==> src/rtl/text_pkg.sv <==
// ============================================================================
// Module   : text_pkg
// Brief    : Shared types, the default fill character and width helpers for
//            the text line streamer.
// Revision : 1.0
// ============================================================================
`default_nettype none

package text_pkg;

  typedef enum logic [1:0] {
    IDLE = 2'd0,
    LOAD = 2'd1,
    EMIT = 2'd2
  } state_e;

  localparam logic [7:0] DEFAULT_PAD_CHAR = 8'h20;

  // Counter wide enough to hold the value n itself, not just n-1.
  function automatic int cnt_width(input int n);
    return $clog2(n + 1);
  endfunction

  function automatic int slot_width(input int n);
    return (n <= 2) ? 1 : $clog2(n);
  endfunction

endpackage

`default_nettype wire

==> src/rtl/char_unpack.sv <==
// ============================================================================
// Module   : char_unpack
// Brief    : Selects one character from a packed ROM word, char 0 in the MSBs.
// Revision : 1.0
// ============================================================================
`default_nettype none

module char_unpack #(
  parameter int CHAR_W         = 8,
  parameter int CHARS_PER_WORD = 2,
  parameter int SLOT_W         = 1
) (
  input  logic [CHAR_W*CHARS_PER_WORD-1:0] word_i,
  input  logic [SLOT_W-1:0]                slot_i,
  output logic [CHAR_W-1:0]                char_o
);

  logic [CHAR_W-1:0] chars [CHARS_PER_WORD];

  for (genvar gi = 0; gi < CHARS_PER_WORD; gi++) begin : g_split
    assign chars[gi] = word_i[(CHARS_PER_WORD-1-gi)*CHAR_W +: CHAR_W];
  end

  always_comb begin
    char_o = '0;
    for (int k = 0; k < CHARS_PER_WORD; k++) begin
      if (slot_i == SLOT_W'(k)) char_o = chars[k];
    end
  end

endmodule

`default_nettype wire

==> src/rtl/text_line_streamer.sv <==
// ============================================================================
// Module   : text_line_streamer
// Brief    : Streams one fixed-length, pad-filled text line per request from a
//            line table and a packed character ROM, with valid/ready output.
// Revision : 1.0
// ============================================================================
`default_nettype none

module text_line_streamer
  import text_pkg::*;
#(
  parameter int                ADDR_W         = 8,
  parameter int                LINE_IDX_W     = 8,
  parameter int                CHAR_W         = 8,
  parameter int                CHARS_PER_WORD = 2,
  parameter int                LINE_LEN       = 16,
  parameter logic [CHAR_W-1:0] PAD_CHAR       = CHAR_W'(DEFAULT_PAD_CHAR)
) (
  input  logic                             clk,
  input  logic                             rst,
  input  logic                             req_valid,
  output logic                             req_ready,
  input  logic [LINE_IDX_W-1:0]            req_line,
  output logic [LINE_IDX_W-1:0]            map_line,
  input  logic [ADDR_W-1:0]                map_start,
  input  logic [ADDR_W-1:0]                map_end,
  output logic [ADDR_W-1:0]                rom_addr,
  input  logic [CHAR_W*CHARS_PER_WORD-1:0] rom_data,
  output logic                             ch_valid,
  input  logic                             ch_ready,
  output logic [CHAR_W-1:0]                ch_data,
  output logic                             ch_last,
  output logic                             busy
);

  localparam int CNT_W  = cnt_width(LINE_LEN);
  localparam int SLOT_W = slot_width(CHARS_PER_WORD);

  localparam logic [CNT_W-1:0]  LAST_CNT  = CNT_W'(LINE_LEN - 1);
  localparam logic [SLOT_W-1:0] LAST_SLOT = SLOT_W'(CHARS_PER_WORD - 1);

  state_e              state_q, state_d;
  logic [LINE_IDX_W-1:0] map_line_q;
  logic [ADDR_W-1:0]   word_ptr_q;
  logic [ADDR_W-1:0]   end_ptr_q;
  logic [SLOT_W-1:0]   slot_q;
  logic [CNT_W-1:0]    char_cnt_q;
  logic                empty_q;
  logic                exhausted_q;
  logic                ch_valid_q;
  logic [CHAR_W-1:0]   ch_data_q;
  logic                ch_last_q;

  logic                load_beat;
  logic                last_taken;
  logic [CHAR_W-1:0]   rom_char;
  logic [CHAR_W-1:0]   src_char;

  char_unpack #(
    .CHAR_W        (CHAR_W),
    .CHARS_PER_WORD(CHARS_PER_WORD),
    .SLOT_W        (SLOT_W)
  ) u_unpack (
    .word_i(rom_data),
    .slot_i(slot_q),
    .char_o(rom_char)
  );

  // char_cnt reaching LINE_LEN means every beat of the line has been loaded.
  assign load_beat  = (state_q == EMIT) && (!ch_valid_q || ch_ready)
                      && (char_cnt_q != CNT_W'(LINE_LEN));
  assign last_taken = (state_q == EMIT) && ch_valid_q && ch_ready && ch_last_q;
  assign src_char   = (empty_q || exhausted_q) ? PAD_CHAR : rom_char;

  always_ff @(posedge clk) begin
    if (rst) state_q <= IDLE;
    else     state_q <= state_d;
  end

  always_comb begin
    state_d = state_q;
    case (state_q)
      IDLE:    if (req_valid) state_d = LOAD;
      LOAD:    state_d = EMIT;
      EMIT:    if (last_taken) state_d = IDLE;
      default: state_d = IDLE;
    endcase
  end

  always_comb begin
    req_ready = (state_q == IDLE);
    busy      = (state_q != IDLE);
    map_line  = map_line_q;
    rom_addr  = word_ptr_q;
    ch_valid  = ch_valid_q;
    ch_data   = ch_data_q;
    ch_last   = ch_last_q;
  end

  always_ff @(posedge clk) begin
    if (rst) begin
      map_line_q  <= '0;
      word_ptr_q  <= '0;
      end_ptr_q   <= '0;
      slot_q      <= '0;
      char_cnt_q  <= '0;
      empty_q     <= 1'b0;
      exhausted_q <= 1'b0;
      ch_valid_q  <= 1'b0;
      ch_data_q   <= PAD_CHAR;
      ch_last_q   <= 1'b0;
    end else begin
      case (state_q)
        IDLE: begin
          if (req_valid) map_line_q <= req_line;
        end
        LOAD: begin
          word_ptr_q  <= map_start;
          end_ptr_q   <= map_end;
          slot_q      <= '0;
          char_cnt_q  <= '0;
          empty_q     <= (map_end < map_start);
          exhausted_q <= 1'b0;
        end
        EMIT: begin
          if (load_beat) begin
            ch_valid_q <= 1'b1;
            ch_data_q  <= src_char;
            ch_last_q  <= (char_cnt_q == LAST_CNT);
            char_cnt_q <= char_cnt_q + 1'b1;
            // Hold the pointer on the final beat so truncated lines never read past it.
            if ((char_cnt_q != LAST_CNT) && !empty_q && !exhausted_q) begin
              if (slot_q == LAST_SLOT) begin
                if (word_ptr_q == end_ptr_q) begin
                  exhausted_q <= 1'b1;
                end else begin
                  slot_q     <= '0;
                  word_ptr_q <= word_ptr_q + 1'b1;
                end
              end else begin
                slot_q <= slot_q + 1'b1;
              end
            end
          end else if (ch_valid_q && ch_ready) begin
            ch_valid_q <= 1'b0;
            ch_last_q  <= 1'b0;
          end
        end
        default: ;
      endcase
    end
  end

endmodule

`default_nettype wire

==> config.mk <==
export PLATFORM = sky130hd
export DESIGN_NAME = text_line_streamer
export DESIGN_NICKNAME = d
export VERILOG_FILES = /design/src/rtl/text_pkg.sv /design/src/rtl/char_unpack.sv /design/src/rtl/text_line_streamer.sv
export SDC_FILE = /design/constraint.sdc
export NUM_CORES = 1
export LEC_CHECK = 0
export BUFFER_PORTS_ARGS = -buffer_cell sky130_fd_sc_hd__buf_4
export CAP_MARGIN = 25
export CORE_UTILIZATION = 27
export DETAILED_ROUTE_END_ITERATION = 10
export SLEW_MARGIN = 40
export SYNTH_ARGS = -nofsm -noshare
export SYNTH_HDL_FRONTEND = slang
export SYNTH_SLANG_ARGS = --single-unit
==> constraint.sdc <==
create_clock -name clk -period 7.3 [get_ports clk]
set_input_delay 2.19 -clock clk [delete_from_list [all_inputs] [get_ports clk]]
set_output_delay 2.19 -clock clk [all_outputs]
set_load 0.02 [all_outputs]
==> results.sh, run 1 <==
export IMPL_outcome="complete, no violations"
export IMPL_fin_crit_sh_pct=51.59
export IMPL_slowest_delay_ns=0.68
export IMPL_finalWirelength_um=6200
export IMPL_cts_buffers=5
export IMPL_cts_resized=0
export IMPL_clkLatencyLatePin_ns=0.29
export IMPL_ios=72
export IMPL_rows=33
export IMPL_drive_gt1_share_pct=24.00
export IMPL_synth_top_area_share_pct=37.69
export IMPL_wl_per_cell_um=13.63
export IMPL_synthArstFlopShare_pct=0
export IMPL_path_class="primary input to flip-flop"
export IMPL_cts_htree_levels=2
export IMPL_rsz0062_at_grt="no"
export IMPL_hold_viol=0
export IMPL_cp_cell_sequence="buf_4, nor2b_1, or3_1, o21a_1, o41a_1, a211oi_1"
export IMPL_cts_tree="done"
export IMPL_cellPowerDensity_nw_per_um2=202.8
export IMPL_synth_fp_nets=343
export IMPL_ir_worst_vdd_mv=0.08224
export IMPL_numClockSinks=44
export IMPL_grt_use_total_pct=13.69
export IMPL_max_cap_viol_count=0
export IMPL_synthTopCellsByCount="dfxtp_1 (44), nand2_1 (42), a21oi_1 (40)"
export IMPL_cp_startpoint="ch_ready"
export IMPL_synth_warnings=0
export IMPL_antenna_found_initial=0
export IMPL_yosysMostFrequentCell="dfxtp_1"
export IMPL_grt_max_degree=47
export IMPL_dr_pass1_iters=4
export IMPL_cts_path_max_buffers=2
export IMPL_dieArea_um2=9033
export IMPL_postCtsSetupBuffers=0
export IMPL_netlist_area_um2=2337
export IMPL_nets=405
export IMPL_num_vias=2247
export IMPL_port_buffers=71
export IMPL_avgSynthCellArea_um2=8.115
export IMPL_ys_seq_area_share_pct=37.69
export IMPL_die_w_um=95.04
export IMPL_gpl_final_weighted_congestion=0.7990
export IMPL_viasPerCell=4.938
export IMPL_startpoint_type="primary input"
export IMPL_postRouteAntennaNets=0
export IMPL_clkTransAtPathRegs_ns=0.08
export IMPL_initial_utilization_pct=28.16
export IMPL_grt_first_pass_wirelength_um=9701
export IMPL_max_slew_margin_pct=45.18
export IMPL_initialDrtViolationCount=76
export IMPL_drc=0
export IMPL_grt_ovfl_total=0
export IMPL_worst_setup_path_end_kind="flip-flop"
export IMPL_p_leak_nw=1.262
export IMPL_required_ns=7.50
export IMPL_min_from="map_line[5]"
export IMPL_r2r_start="state_q[0]"
export IMPL_ys_types=51
export IMPL_report_final_slew_viol_count=0
export IMPL_die_h_um=95.04
export IMPL_arrival_ns=3.97
export IMPL_hold_class="flip-flop to flip-flop"
export IMPL_core_um2=8299
export IMPL_synth_edf_count=0
export IMPL_yosys_top_cells_area="dfxtp_1 (38%), a21oi_1 (8.6%), nand2_1 (6.7%)"
export IMPL_setup_violations=0
export IMPL_grt_pass1_vias=2081
export IMPL_worst_slew_pin_slew_ns=0.8224
export IMPL_yosysTopAreaCell="dfxtp_1"
export IMPL_final_setup_tns_ns=0
export IMPL_syn_inst=288
export IMPL_finClkSkew_ns=0.005508
export IMPL_max_freq_ghz=0.2655
export IMPL_num_antenna_cells=0
export IMPL_period_needed_ns=3.766
export IMPL_cts_hold_buf=0
export IMPL_yosys_register_bits=44
export IMPL_critical_path_peak_fanout=22
export IMPL_crit_slowest_cell="or3_1"
export IMPL_area_delta_synth_final_pct=31.00
export IMPL_dp_hpwl_um=4546
export IMPL_synth_ff_type="dfxtp_1"
export IMPL_whs_ns=0.4552
export IMPL_cts_root_buf="clkbuf_8"
==> flip-flops by register name, summed over array words and instances, names as in the netlist <==
name         count
exhausted_q      1
state_q          2
slot_q           1
char_cnt_q       5
ch_valid         1
empty_q          1
rom_addr         8
end_ptr_q        8
map_line         8
ch_data          8
ch_last          1
==> final cells by class <==
class	instances	area (um2)
timing repair buffer	72	540.5
inverter	14	52.55
fill	870	5238
clock inverter	2	60.06
sequential	44	880.8
tap	105	131.4
clock buffer	5	68.82
multi-input combinational	213	1328
==> routing by layer <==
| metal | track usage [%] | up-vias | share of wire, % |
|---|---|---|---|
| li1 | - | 1147 | - |
| met1 | 17.38 | 1039 | 45 |
| met2 | 23.32 | 52 | 50 |
| met3 | 2.711 | 9 | 4.4 |
| met4 | 4.167 | 0 | 1.4 |
| met5 | 0 | - | 0 |
==> stage by stage <==
stage / setup WS (ns) / instances / util [%] / instance area (um2) / power, mW
floorplan: 3.777 / 288 / - / 2337 / 0.3548
global placement: 3.312 / 448 / 35.34 / 2933 / 0.4076
detailed placement: 3.274 / 448 / 35.34 / 2933 / 0.4092
CTS: 3.562 / 455 / 36.89 / 3062 / 0.6258
global route: 3.411 / 455 / 36.89 / 3062 / 0.6484
finish: 3.534 / 455 / 36.89 / 3062 / 0.6210
==> placed cells by master (no fill, tap or decap), types with 2 or more instances in the layout <==
cell type and n:
buf_4 72, dfxtp_1 44, nand2_1 42, a21oi_1 40
nor2_1 22, inv_1 14, ha_1 11, mux2i_1 8
nor4_1 8, xnor2_1 8, nor3_1 7, nor2b_1 5
nand3_1 5, nand4_1 5, o21ai_0 5, clkbuf_8 5
a211oi_1 4, a21o_1 4, nand2b_1 3, and4_1 3
or3_1 2, and2_1 2, a2111oi_0 2, o31ai_1 2
xor2_1 2, bufinv_16 2
==> worst max-delay path: cells and delay by family <==
kind                   cells  cell delay (ns)
AND/OR/NAND/NOR            2             0.75
buffers and inverters      1             0.09
AO/OA/AOI/OAI              3             0.93
==> cells by family (layout without fill, tap and decap cells) <==
logic type | count (synthesis) | after routing | synth area share [%]
muxes | 9 | 9 | 3.908
xor gates and xnor gates | 10 | 10 | 3.748
buffers and inverters | 31 | 93 | 5.514
and+or+nand+nor | 110 | 110 | 23.13
AOI/OAI and AO/OA | 73 | 73 | 20.13
adders and majority gates | 11 | 11 | 5.889
DFF | 44 | 44 | 37.69
==> report_power, final <==
| group | leakage [nW] | internal [mW] | switching, mW |
|---|---|---|---|
| Sequential | 0.359 | 0.254 | 0.0174 |
| Clock | 0.0642 | 0.135 | 0.0829 |
| Combinational | 0.839 | 0.0607 | 0.0717 |
==> path summary, 6_finish.rpt <==
check	end	slack, ns	cells past startpoint
setup reg to reg	rom_addr[5]	4.62	5
hold / removal	map_line[5]	0.46	2
hold reg to reg	map_line[5]	0.46	2
setup / recovery	rom_addr[5]	3.53	6
No activity file was read; power rests on OpenSTA's default activity.
==> inputs of run 2 (changes only) <==
ABC_AREA = 1   (was default)
clock period = 3.2 ns   (was 7.3 ns; I/O delays follow)
==> run 2 against run 1 <==
  * Cell count grew 13%
  * Total power grew 130%
  * Global-route usage grew 0.36 points
  * Count of clock-buffer cells in the layout grew 1
  * Sequential power grew 140%
  * Via count grew 3.6%
  * Setup slack lost 2.3 ns
  * Clock skew grew 0.0012 ns
  * Synthesized area shrank 0.64%
  * Worst hold slack gained 0.015 ns
==> results.sh, run 2 <==
export IMPL_grt_pass1_vias=2252
export IMPL_yosys_register_bits=44
export IMPL_holdPathStages=2
export IMPL_finalWirelength_um=5966
export IMPL_synth_top_area_share_pct=37.93
export IMPL_postRouteAntennaNets=0
export IMPL_numClockSinks=44
export IMPL_synth_warnings=0
export IMPL_r2r_cells=10
export IMPL_outcome="complete, no violations"
export IMPL_dieArea_um2=8976
export IMPL_gpl_final_weighted_congestion=0.7827
export IMPL_nets=461
export IMPL_ys_types=32
export IMPL_synth_fp_nets=393
export IMPL_rsz0062_at_grt="no"
export IMPL_clkTransAtPathRegs_ns=0.09
export IMPL_die_h_um=94.74
export IMPL_cts_root_buf="clkbuf_8"
export IMPL_startpoint_type="flip-flop"
export IMPL_grt_first_pass_wirelength_um=9963
export IMPL_worst_slew_pin_slew_ns=0.5775
export IMPL_grt_ovfl_total=0
export IMPL_report_final_slew_viol_count=0
export IMPL_synth_ff_type="dfxtp_1"
export IMPL_cp_cell_sequence="buf_4"
export IMPL_antenna_found_initial=0
export IMPL_required_ns=2.24
export IMPL_final_setup_tns_ns=0
export IMPL_cellPowerDensity_nw_per_um2=469.6
export IMPL_r2r_slack_ns=1.34
export IMPL_r2r_start="state_q[1]"
export IMPL_port_buffers=71
export IMPL_max_freq_ghz=0.5036
export IMPL_postCtsSetupBuffers=0
export IMPL_cts_hold_buf=0
export IMPL_core_um2=8258
export IMPL_ys_seq_area_share_pct=37.93
export IMPL_hold_class="flip-flop to flip-flop"
export IMPL_period_needed_ns=1.986
export IMPL_worst_setup_path_end_kind="output pin"
export IMPL_hold_viol=0
export IMPL_dp_hpwl_um=4550
export IMPL_max_cap_viol_count=0
export IMPL_grt_max_degree=18
export IMPL_wl_per_cell_um=11.65
export IMPL_holdPathEnd="end_ptr_q[1]"
export IMPL_ir_worst_vdd_mv=0.2070
export IMPL_final_core_util_pct=36.80
export IMPL_cts_resized=0
export IMPL_cts_path_max_buffers=2
export IMPL_crit_slowest_cell="dfxtp_1"
export IMPL_cts_buffers=5
export IMPL_netlist_area_um2=2322
export IMPL_syn_inst=338
export IMPL_n_fill_cell=939
export IMPL_setup_violations=0
export IMPL_cp_top_family="flip-flops"
export IMPL_fin_crit_sh_pct=62.05
export IMPL_critical_path_peak_fanout=8
export IMPL_slowest_delay_ns=0.53
export IMPL_viasPerCell=4.549
export IMPL_max_slew_margin_pct=61.41
export IMPL_drc=0
export IMPL_ios=72
export IMPL_initial_utilization_pct=28.12
export IMPL_synthTopCellsByCount="nor2_1 (71), nand2_1 (56), dfxtp_1 (44)"
export IMPL_avgSynthCellArea_um2=6.870
export IMPL_num_antenna_cells=0
export IMPL_rows=33
export IMPL_reg2reg_to="rom_addr[5]"
export IMPL_grt_use_total_pct=14.05
export IMPL_synthArstFlopShare_pct=0
export IMPL_path_class="flip-flop to output pin"
export IMPL_drive_gt1_share_pct=22.60
export IMPL_initialDrtViolationCount=86
export IMPL_die_w_um=94.74
export IMPL_dr_pass1_iters=4
export IMPL_layout_commonest_cell="buf_4"
export IMPL_p_leak_nw=1.405
export IMPL_cts_htree_levels=2
export IMPL_min_from="end_ptr_q[1]"
export IMPL_num_vias=2329
export IMPL_clkLatencyLatePin_ns=0.29
export IMPL_yosys_top_cells_area="dfxtp_1 (38%), nor2_1 (11%), nand2_1 (9.1%)"
export IMPL_layout_common_cells="buf_4 (72), nor2_1 (71), nand2_1 (56), dfxtp_1 (44), inv_1 (36)"
export IMPL_yosysTopAreaCell="dfxtp_1"
export IMPL_worst_path_buf_inv=1
export IMPL_yosysMostFrequentCell="nor2_1"
export IMPL_finClkSkew_ns=0.006697
export IMPL_synth_edf_count=0
export IMPL_area_delta_synth_final_pct=30.87
export IMPL_arrival_ns=1.03
export IMPL_cts_tree="done"
[run 2: how the worst max path moves through the flow]
| stage | from | endpoint | slack [ns] | cells past startpoint |
|---|---|---|---|---|
| detailed placement | ch_ready | rom_addr[5] | 0.92 | 11 |
| floorplan | state_q[1] | busy | 1.37 | 2 |
| global route | ch_ready | rom_addr[5] | 1.11 | 11 |
| CTS | state_q[1] | busy | 1.21 | 3 |
| finish | rom_addr[4] | rom_addr[4] | 1.21 | 1 |
| global placement | ch_ready | rom_addr[5] | 0.99 | 10 |
[run 2: worst reg2reg max path, stage by stage, from the launching register on]
cell and delay (ns):
dfxtp_1 0.35, nand2_1 0.26, a21oi_1 0.21, nand2_1 0.26
nand2_2 0.20, nand2_2 0.10, inv_2 0.15, nand2_1 0.09
nand2_1 0.06, nand2_1 0.04, nor2_1 0.08
[run 2: logic make-up (layout without fill, tap and decap cells)]
group / after synthesis / in the layout / share of synthesized area [%]
xor+xnor: 5 / 5 / 1.886
fa+ha+maj: 11 / 11 / 5.927
compound gates: 69 / 69 / 16.76
flops: 44 / 44 / 37.93
buf+inv: 52 / 121 / 9.321
simple gates: 157 / 157 / 28.18
[run 2: per-stage QoR]
stage	setup slack [ns]	cell area (um2)	cells	power (mW)	hold WS, ns
2_1_floorplan	1.373	2322	338	0.8790	0.4293
3_3_place_gp	0.9875	2932	504	1.016	0.4511
3_5_place_dp	0.9217	2932	504	1.024	0.4561
4_1_cts	1.206	3039	512	1.447	0.4730
5_1_grt	1.105	3039	512	1.521	0.5091
6_report	1.214	3039	512	1.427	0.4706
[run 2: final cells by class]
class | count | area [um2] | share of cell area (%)
clock buffer | 6 | 72.57 | 2.388
clock inverter | 2 | 35.03 | 1.153
inverter | 41 | 153.9 | 5.064
multi-input combinational | 242 | 1225 | 40.30
sequential | 44 | 880.8 | 28.98
tap | 105 | 131.4 | 4.323
timing repair buffer | 72 | 540.5 | 17.79
[run 2: routing by layer]
layer | share of wire (%) | GRT usage [%]
met1 | 50 | 18.27
met2 | 43 | 23.26
met3 | 7.0 | 3.784
met4 | 0.74 | 2.778
met5 | 0 | 0
[run 2: report_power, final]
part           switching, mW  leakage [nW]  internal (mW)
Combinational          0.210         0.989          0.156
Clock                  0.189        0.0552          0.232
Sequential            0.0475         0.361          0.592
